===== config.mk =====
export PLATFORM = sky130hd
export DESIGN_NAME = enthdr_tgt_flat
export DESIGN_NICKNAME = d
export VERILOG_FILES = /design/src/rtl/enthdr_tgt_if.sv /design/src/rtl/enthdr_tgt.sv /design/src/flat_wrapper.sv
export SDC_FILE = /design/constraint.sdc
export NUM_CORES = 1
export LEC_CHECK = 0
export ABC_AREA = 1
export CORE_ASPECT_RATIO = 1.25
export CORE_MARGIN = 5
export CORE_UTILIZATION = 55
export CTS_BUF_LIST = sky130_fd_sc_hd__clkbuf_4 sky130_fd_sc_hd__clkbuf_8 sky130_fd_sc_hd__clkbuf_16
export CTS_CLUSTER_SIZE = 28
export DETAILED_ROUTE_END_ITERATION = 10
export GPL_TIMING_DRIVEN = 1
export HOLD_SLACK_MARGIN = 0.05
export PLACE_DENSITY = 0.86
export SYNTH_ARGS = -nofsm -noshare
export SYNTH_HDL_FRONTEND = slang
export SYNTH_SLANG_ARGS = --single-unit

===== constraint.sdc =====
create_clock -name i_clk -period 2.2 [get_ports i_clk]
set_clock_uncertainty 0.15 [all_clocks]
set_input_delay 0.44 -clock i_clk [delete_from_list [all_inputs] [get_ports i_clk]]
set_output_delay 0.44 -clock i_clk [all_outputs]
set_load 0.1 [all_outputs]

===== src/rtl/enthdr_tgt_if.sv =====
`default_nettype none
// ---------------------------------------------------------------------------
// enthdr_tgt_if : SCL/SDA event and result bundle for the ENTHDR target
// Rev 1.0
// ---------------------------------------------------------------------------
interface enthdr_tgt_if;
  logic       i_engine_en;
  logic       i_scl_pos_edge;
  logic       i_scl_neg_edge;
  logic       i_sda;
  logic       i_start_det;
  logic       i_stop_det;
  logic       i_hdr_exit;
  logic       o_sda_low;
  logic       o_hdr_ddr_mode;
  logic       o_ccc_valid;
  logic [7:0] o_ccc_code;
  logic       o_parity_err;
  logic       o_done;

  modport master (
    output i_engine_en, i_scl_pos_edge, i_scl_neg_edge, i_sda,
           i_start_det, i_stop_det, i_hdr_exit,
    input  o_sda_low, o_hdr_ddr_mode, o_ccc_valid, o_ccc_code,
           o_parity_err, o_done
  );

  modport slave (
    input  i_engine_en, i_scl_pos_edge, i_scl_neg_edge, i_sda,
           i_start_det, i_stop_det, i_hdr_exit,
    output o_sda_low, o_hdr_ddr_mode, o_ccc_valid, o_ccc_code,
           o_parity_err, o_done
  );
endinterface
`default_nettype wire


===== src/rtl/enthdr_tgt.sv =====
`default_nettype none
// ---------------------------------------------------------------------------
// enthdr_tgt : target responder that ACKs 7E+W and enters HDR-DDR on ENTHDR0
// Rev 1.0
// ---------------------------------------------------------------------------
module enthdr_tgt #(
  parameter logic [6:0] BCAST_ADDR  = 7'h7E,
  parameter logic [7:0] ENTHDR_CODE = 8'h20
) (
  input  logic        i_clk,
  input  logic        i_rst_n,
  enthdr_tgt_if.slave bus
);

  typedef enum logic [2:0] {
    S_IDLE     = 3'd0,
    S_ADDR     = 3'd1,
    S_ACK_WAIT = 3'd2,
    S_ACK      = 3'd3,
    S_CCC      = 3'd4,
    S_EVAL     = 3'd5,
    S_IGNORE   = 3'd6,
    S_HDR      = 3'd7
  } state_t;

  localparam logic [7:0] c_addr_w = {BCAST_ADDR, 1'b0};

  state_t     r_state,      w_state_nxt;
  logic [3:0] r_bit_cnt,    w_bit_cnt_nxt;
  logic [7:0] r_shift,      w_shift_nxt;
  logic       r_sda_low,    w_sda_low_nxt;
  logic       r_hdr_mode,   w_hdr_mode_nxt;
  logic [7:0] r_ccc_code,   w_ccc_code_nxt;
  logic       r_ccc_valid,  w_ccc_valid_nxt;
  logic       r_parity_err, w_parity_err_nxt;
  logic       r_done,       w_done_nxt;
  logic [7:0] w_sample;

  assign w_sample = {r_shift[6:0], bus.i_sda};

  always_ff @(posedge i_clk or negedge i_rst_n) begin
    if (!i_rst_n) begin
      r_state      <= S_IDLE;
      r_bit_cnt    <= 4'd0;
      r_shift      <= 8'd0;
      r_sda_low    <= 1'b0;
      r_hdr_mode   <= 1'b0;
      r_ccc_code   <= 8'd0;
      r_ccc_valid  <= 1'b0;
      r_parity_err <= 1'b0;
      r_done       <= 1'b0;
    end else begin
      r_state      <= w_state_nxt;
      r_bit_cnt    <= w_bit_cnt_nxt;
      r_shift      <= w_shift_nxt;
      r_sda_low    <= w_sda_low_nxt;
      r_hdr_mode   <= w_hdr_mode_nxt;
      r_ccc_code   <= w_ccc_code_nxt;
      r_ccc_valid  <= w_ccc_valid_nxt;
      r_parity_err <= w_parity_err_nxt;
      r_done       <= w_done_nxt;
    end
  end

  always_comb begin
    w_state_nxt      = r_state;
    w_bit_cnt_nxt    = r_bit_cnt;
    w_shift_nxt      = r_shift;
    w_sda_low_nxt    = r_sda_low;
    w_hdr_mode_nxt   = r_hdr_mode;
    w_ccc_code_nxt   = r_ccc_code;
    w_ccc_valid_nxt  = 1'b0;
    w_parity_err_nxt = 1'b0;
    w_done_nxt       = 1'b0;

    if (!bus.i_engine_en) begin
      w_state_nxt    = S_IDLE;
      w_bit_cnt_nxt  = 4'd0;
      w_sda_low_nxt  = 1'b0;
      w_hdr_mode_nxt = 1'b0;
    end else if (r_state == S_IDLE) begin
      w_sda_low_nxt = 1'b0;
      if (bus.i_start_det) begin
        w_state_nxt   = S_ADDR;
        w_bit_cnt_nxt = 4'd0;
      end
    end else if (r_state == S_HDR) begin
      // SDR START/STOP framing is meaningless while the bus runs HDR-DDR
      w_hdr_mode_nxt = 1'b1;
      if (bus.i_hdr_exit) begin
        w_hdr_mode_nxt = 1'b0;
        w_state_nxt    = S_IDLE;
      end
    end else if (r_state == S_EVAL && r_hdr_mode) begin
      w_state_nxt = S_HDR;
    end else if (bus.i_stop_det) begin
      w_state_nxt   = S_IDLE;
      w_sda_low_nxt = 1'b0;
    end else if (bus.i_start_det) begin
      w_state_nxt   = S_ADDR;
      w_bit_cnt_nxt = 4'd0;
      w_sda_low_nxt = 1'b0;
    end else begin
      case (r_state)
        S_ADDR: begin
          if (bus.i_scl_pos_edge) begin
            w_shift_nxt = w_sample;
            if (r_bit_cnt == 4'd7) begin
              w_bit_cnt_nxt = 4'd0;
              w_state_nxt   = (w_sample == c_addr_w) ? S_ACK_WAIT : S_IGNORE;
            end else begin
              w_bit_cnt_nxt = r_bit_cnt + 4'd1;
            end
          end
        end
        S_ACK_WAIT: begin
          if (bus.i_scl_neg_edge) begin
            w_sda_low_nxt = 1'b1;
            w_state_nxt   = S_ACK;
          end
        end
        S_ACK: begin
          if (bus.i_scl_neg_edge) begin
            w_sda_low_nxt = 1'b0;
            w_bit_cnt_nxt = 4'd0;
            w_state_nxt   = S_CCC;
          end
        end
        S_CCC: begin
          if (bus.i_scl_pos_edge) begin
            if (r_bit_cnt == 4'd8) begin
              // Result registers load with the T-bit sample so they show during EVAL
              w_bit_cnt_nxt = 4'd0;
              w_state_nxt   = S_EVAL;
              if (bus.i_sda != ~^r_shift) begin
                w_parity_err_nxt = 1'b1;
              end else if (r_shift == ENTHDR_CODE) begin
                w_hdr_mode_nxt = 1'b1;
                w_done_nxt     = 1'b1;
              end else begin
                w_ccc_code_nxt  = r_shift;
                w_ccc_valid_nxt = 1'b1;
              end
            end else begin
              w_shift_nxt   = w_sample;
              w_bit_cnt_nxt = r_bit_cnt + 4'd1;
            end
          end
        end
        S_EVAL: begin
          w_state_nxt = S_IGNORE;
        end
        default: begin
          w_sda_low_nxt = 1'b0;
        end
      endcase
    end
  end

  assign bus.o_sda_low      = r_sda_low;
  assign bus.o_hdr_ddr_mode = r_hdr_mode;
  assign bus.o_ccc_valid    = r_ccc_valid;
  assign bus.o_ccc_code     = r_ccc_code;
  assign bus.o_parity_err   = r_parity_err;
  assign bus.o_done         = r_done;

endmodule
`default_nettype wire


===== src/flat_wrapper.sv =====
// flat-port wrapper written by rule: the top's interface ports become plain ports
module enthdr_tgt_flat 
#(
  parameter logic [6:0] BCAST_ADDR  = 7'h7E,
  parameter logic [7:0] ENTHDR_CODE = 8'h20
)
  (i_clk, i_rst_n, bus_i_engine_en, bus_i_scl_pos_edge, bus_i_scl_neg_edge, bus_i_sda, bus_i_start_det, bus_i_stop_det, bus_i_hdr_exit, bus_o_sda_low, bus_o_hdr_ddr_mode, bus_o_ccc_valid, bus_o_ccc_code, bus_o_parity_err, bus_o_done);
  enthdr_tgt_if bus_i ();
  input  logic i_clk;
  input  logic i_rst_n;
  input wire logic [$bits(bus_i.i_engine_en)-1:0] bus_i_engine_en;
  input wire logic [$bits(bus_i.i_scl_pos_edge)-1:0] bus_i_scl_pos_edge;
  input wire logic [$bits(bus_i.i_scl_neg_edge)-1:0] bus_i_scl_neg_edge;
  input wire logic [$bits(bus_i.i_sda)-1:0] bus_i_sda;
  input wire logic [$bits(bus_i.i_start_det)-1:0] bus_i_start_det;
  input wire logic [$bits(bus_i.i_stop_det)-1:0] bus_i_stop_det;
  input wire logic [$bits(bus_i.i_hdr_exit)-1:0] bus_i_hdr_exit;
  output wire logic [$bits(bus_i.o_sda_low)-1:0] bus_o_sda_low;
  output wire logic [$bits(bus_i.o_hdr_ddr_mode)-1:0] bus_o_hdr_ddr_mode;
  output wire logic [$bits(bus_i.o_ccc_valid)-1:0] bus_o_ccc_valid;
  output wire logic [$bits(bus_i.o_ccc_code)-1:0] bus_o_ccc_code;
  output wire logic [$bits(bus_i.o_parity_err)-1:0] bus_o_parity_err;
  output wire logic [$bits(bus_i.o_done)-1:0] bus_o_done;
  assign bus_i.i_engine_en = bus_i_engine_en;
  assign bus_i.i_scl_pos_edge = bus_i_scl_pos_edge;
  assign bus_i.i_scl_neg_edge = bus_i_scl_neg_edge;
  assign bus_i.i_sda = bus_i_sda;
  assign bus_i.i_start_det = bus_i_start_det;
  assign bus_i.i_stop_det = bus_i_stop_det;
  assign bus_i.i_hdr_exit = bus_i_hdr_exit;
  assign bus_o_sda_low = bus_i.o_sda_low;
  assign bus_o_hdr_ddr_mode = bus_i.o_hdr_ddr_mode;
  assign bus_o_ccc_valid = bus_i.o_ccc_valid;
  assign bus_o_ccc_code = bus_i.o_ccc_code;
  assign bus_o_parity_err = bus_i.o_parity_err;
  assign bus_o_done = bus_i.o_done;
  enthdr_tgt #(.BCAST_ADDR(BCAST_ADDR), .ENTHDR_CODE(ENTHDR_CODE)) u_core (.i_clk(i_clk), .i_rst_n(i_rst_n), .bus(bus_i));
endmodule

==> results.cfg <==
[die]
ios = 22
fp.dieArea_mm2 = 0.00472
core_mm2 = 0.00325
die_height_um = 75.6
dieWidth_um = 62.5
start_util_pct = 58.2
rows = 23

[pwr]
power_frac_seq_pct = 36.6
irDropWorstVdd_uv = 636
p_comb_share_pct = 48.6
leakagePower_nw = 1.18
p_int_w = 0.00102
sw_frac_of_total_pct = 45.2
p_switching_w = 0.000837
clockPowerShare_pct = 14.7
powerDensity_mw_per_mm2 = 858

[critical_path]
worst-setup-path-type = in -> reg
cp_cell_sequence = clkdlybuf4s50_1, nand2_1, nor2_1, inv_1, or2_2, nand3b_1, nand2_1, o21ai_1
path_max_fanout = 8
slowest_delay_ns = 0.64
slowest_stage = clkdlybuf4s50_1
setup.worst_path.start_class = input pin
cp-end-kind = register
crit_path_frequent_cell = nand2_1
crit_required_ns = 2.25
arrival_ns = 2.02

[clock_network]
clockBufferDepth = 2
cts_tree = yes
cts_root_buf = clkbuf_8
cts_resized = 0
cts_hold_buffers = 0
htreeDepth = 1
cts.clk_slew.worst_paths_ns = 0.09
cts_sinks = 28
cts_inserted_buffers = 3
post_cts_buffers = 0
clk_latency_ns = 0.27

[final_layout]
drive_gt1_share_pct = 15.6
areaGrowthSynthToFinish_pct = 14.1
layout.nets = 320
finish.instance_area_mm2 = 0.00216
antenna_cells = 0

[detailed_routing]
via_per_inst = 5.17
post-route-drc-count = 0
num_vias = 1754
ant_nets = 0
drt_wl_total_mm = 3.99
firstDrtPassIters = 4
routedWlPerCell_um = 11.8
drt_iter0_drc = 69

[sta]
fmax_mhz = 509
slew_headroom_pct = 71.6
grt_setup_unrepaired = false
hold_viol_final = 0
tns_ns = 0
setup_viol = 0
worst_slew_pin_slew_ns = 0.426
fin_crit_sh_pct = 89.3
final-max-slew-violation-count = 0
period_minus_slack_ns = 1.96

[yosys]
yosysWarningCount = 0
synthDominantCellAreaShare_pct = 37.0
synthesis.area_mm2 = 0.00189
yosysTopAreaCell = dfrtp_1
syn_area_per_cell_um2 = 6.79
ys_types = 25
synth_seq_area_share_pct = 37.0
synthCells = 279
syn-num-nets = 295
ys_ff_latch = 28
ys_top_cells_by_area = dfrtp_1 37%, nand2_1 18%, nand3_1 8.7%

[outcome]
status = completed

[placement]
place_hpwl_mm = 3.17
gp_congestion = 0.981
place_area_mm2 = 0.00212
port_buffers = 21

[global_routing]
grt_max_degree = 29
antenna_found_initial = 0
grt_pass1_wl_mm = 7.13
grtUsageTotal_pct = 18.8
grt_overflow = 0
grt_pass1_vias = 1649

[worst_hold_path]
min_path_type = reg -> reg

[run]
max_cap_viol_count = 0
## area by class of cell
class	count	area, µm²
Timing Repair Buffer	25	220
Inverter	52	195
Clock buffer	3	41.3
Fill cell	296	1090
Multi-Input combinational cell	194	957
Sequential cell	28	701
Tap cell	37	46.3
## cell usage after synthesis (all sizes together)
cell     n
nand4    3
nand2   96
xor2     2
nand3b   2
nor2    27
buf      5
ha       7
nand3   35
o21ai   11
a21oi    5
or2      2
nor3     3
nor4     1
clkinv   1
dfrtp   28
inv     51
## routing by layer
metal | vias up | GRT usage [%] | part of all wire (%)
li1 | 905 | - | -
met1 | 806 | 21.4 | 42
met3 | 11 | 2.21 | 3.1
met5 | - | 0 | 0
met4 | 0 | 8.96 | 2.8
met2 | 32 | 35.4 | 52
## sequential cells by signal, indices dropped and copies added, names as in the netlist
name                       flops
u_core.bus.o_ccc_valid         1
u_core.bus.o_sda_low           1
u_core.bus.o_ccc_code          8
u_core.bus.o_done              1
u_core.bus.o_hdr_ddr_mode      1
u_core.r_bit_cnt               4
u_core.r_shift                 8
u_core.r_state                 3
u_core.bus.o_parity_err        1
## kinds of logic (layout without fill, tap and decap cells)
group,Yosys count,count (layout),synth area share (%)
AOI/OAI and AO/OA,16,16,4.63
xor gates and xnor gates,2,2,0.925
adders and majority gates,7,7,4.63
buffers and inverters,57,80,12.4
DFF,28,28,37.0
and+or+nand+nor,169,169,40.4
## worst max-delay path, delay by kind of cell
family                 cells  cell delay (ns)
buffers and inverters      2             0.73
AO/OA/AOI/OAI              1             0.07
AND/OR/NAND/NOR            5             0.78
## power by group through the flow
stage | sequential [W] | clock [W] | combinational [W]
detailed placement | 0.000690 | 0 | 0.000886
CTS | 0.000680 | 0.000282 | 0.000894
finish | 0.000679 | 0.000273 | 0.000902
global route | 0.000696 | 0.000298 | 0.00103
floorplan | 0.000665 | 0 | 0.000738
global placement | 0.000686 | 0 | 0.000853
## through the flow
| stage | util, % | instances | setup WS, ns | total power [W] | hold slack (ns) |
|---|---|---|---|---|---|
| floorplan | - | 279 | 0.260 | 0.00140 | -0.00559 |
| global placement | 65.2 | 336 | 0.0423 | 0.00154 | 0.316 |
| detailed placement | 65.2 | 336 | -0.0384 | 0.00158 | 0.331 |
| CTS | 66.4 | 339 | 0.240 | 0.00186 | 0.352 |
| global route | 66.4 | 339 | 0.103 | 0.00203 | 0.399 |
| finish | 66.4 | 339 | 0.236 | 0.00185 | 0.345 |
## layout by cell type, fill, tap and decap left out, types with 4 or more instances in the layout
cell,instances
nand2_2,6
dfrtp_1,28
nor2_1,21
nand3_1,33
o21ai_1,8
clkdlybuf4s50_1,8
ha_1,7
a21oi_1,5
buf_4,16
nor2_4,4
inv_1,42
inv_2,9
nand2_1,90
## worst paths after layout
check,endpoint,depth (start not counted),start,slack [ns]
worst max-delay path,u_core.bus.o_sda_low,8,bus_i_engine_en,0.24
worst min-delay path,u_core.r_shift[2],2,u_core.r_shift[1],0.35
worst max register to register,u_core.bus.o_ccc_code[3],12,u_core.r_bit_cnt[0],0.32
worst min register to register,u_core.r_shift[2],2,u_core.r_shift[1],0.35
max in group asynchronous,u_core.bus.o_done,2,i_rst_n,1.26
min in group asynchronous,u_core.bus.o_ccc_code[3],2,i_rst_n,0.39
Note: power is estimated with default switching activity, not from simulation.
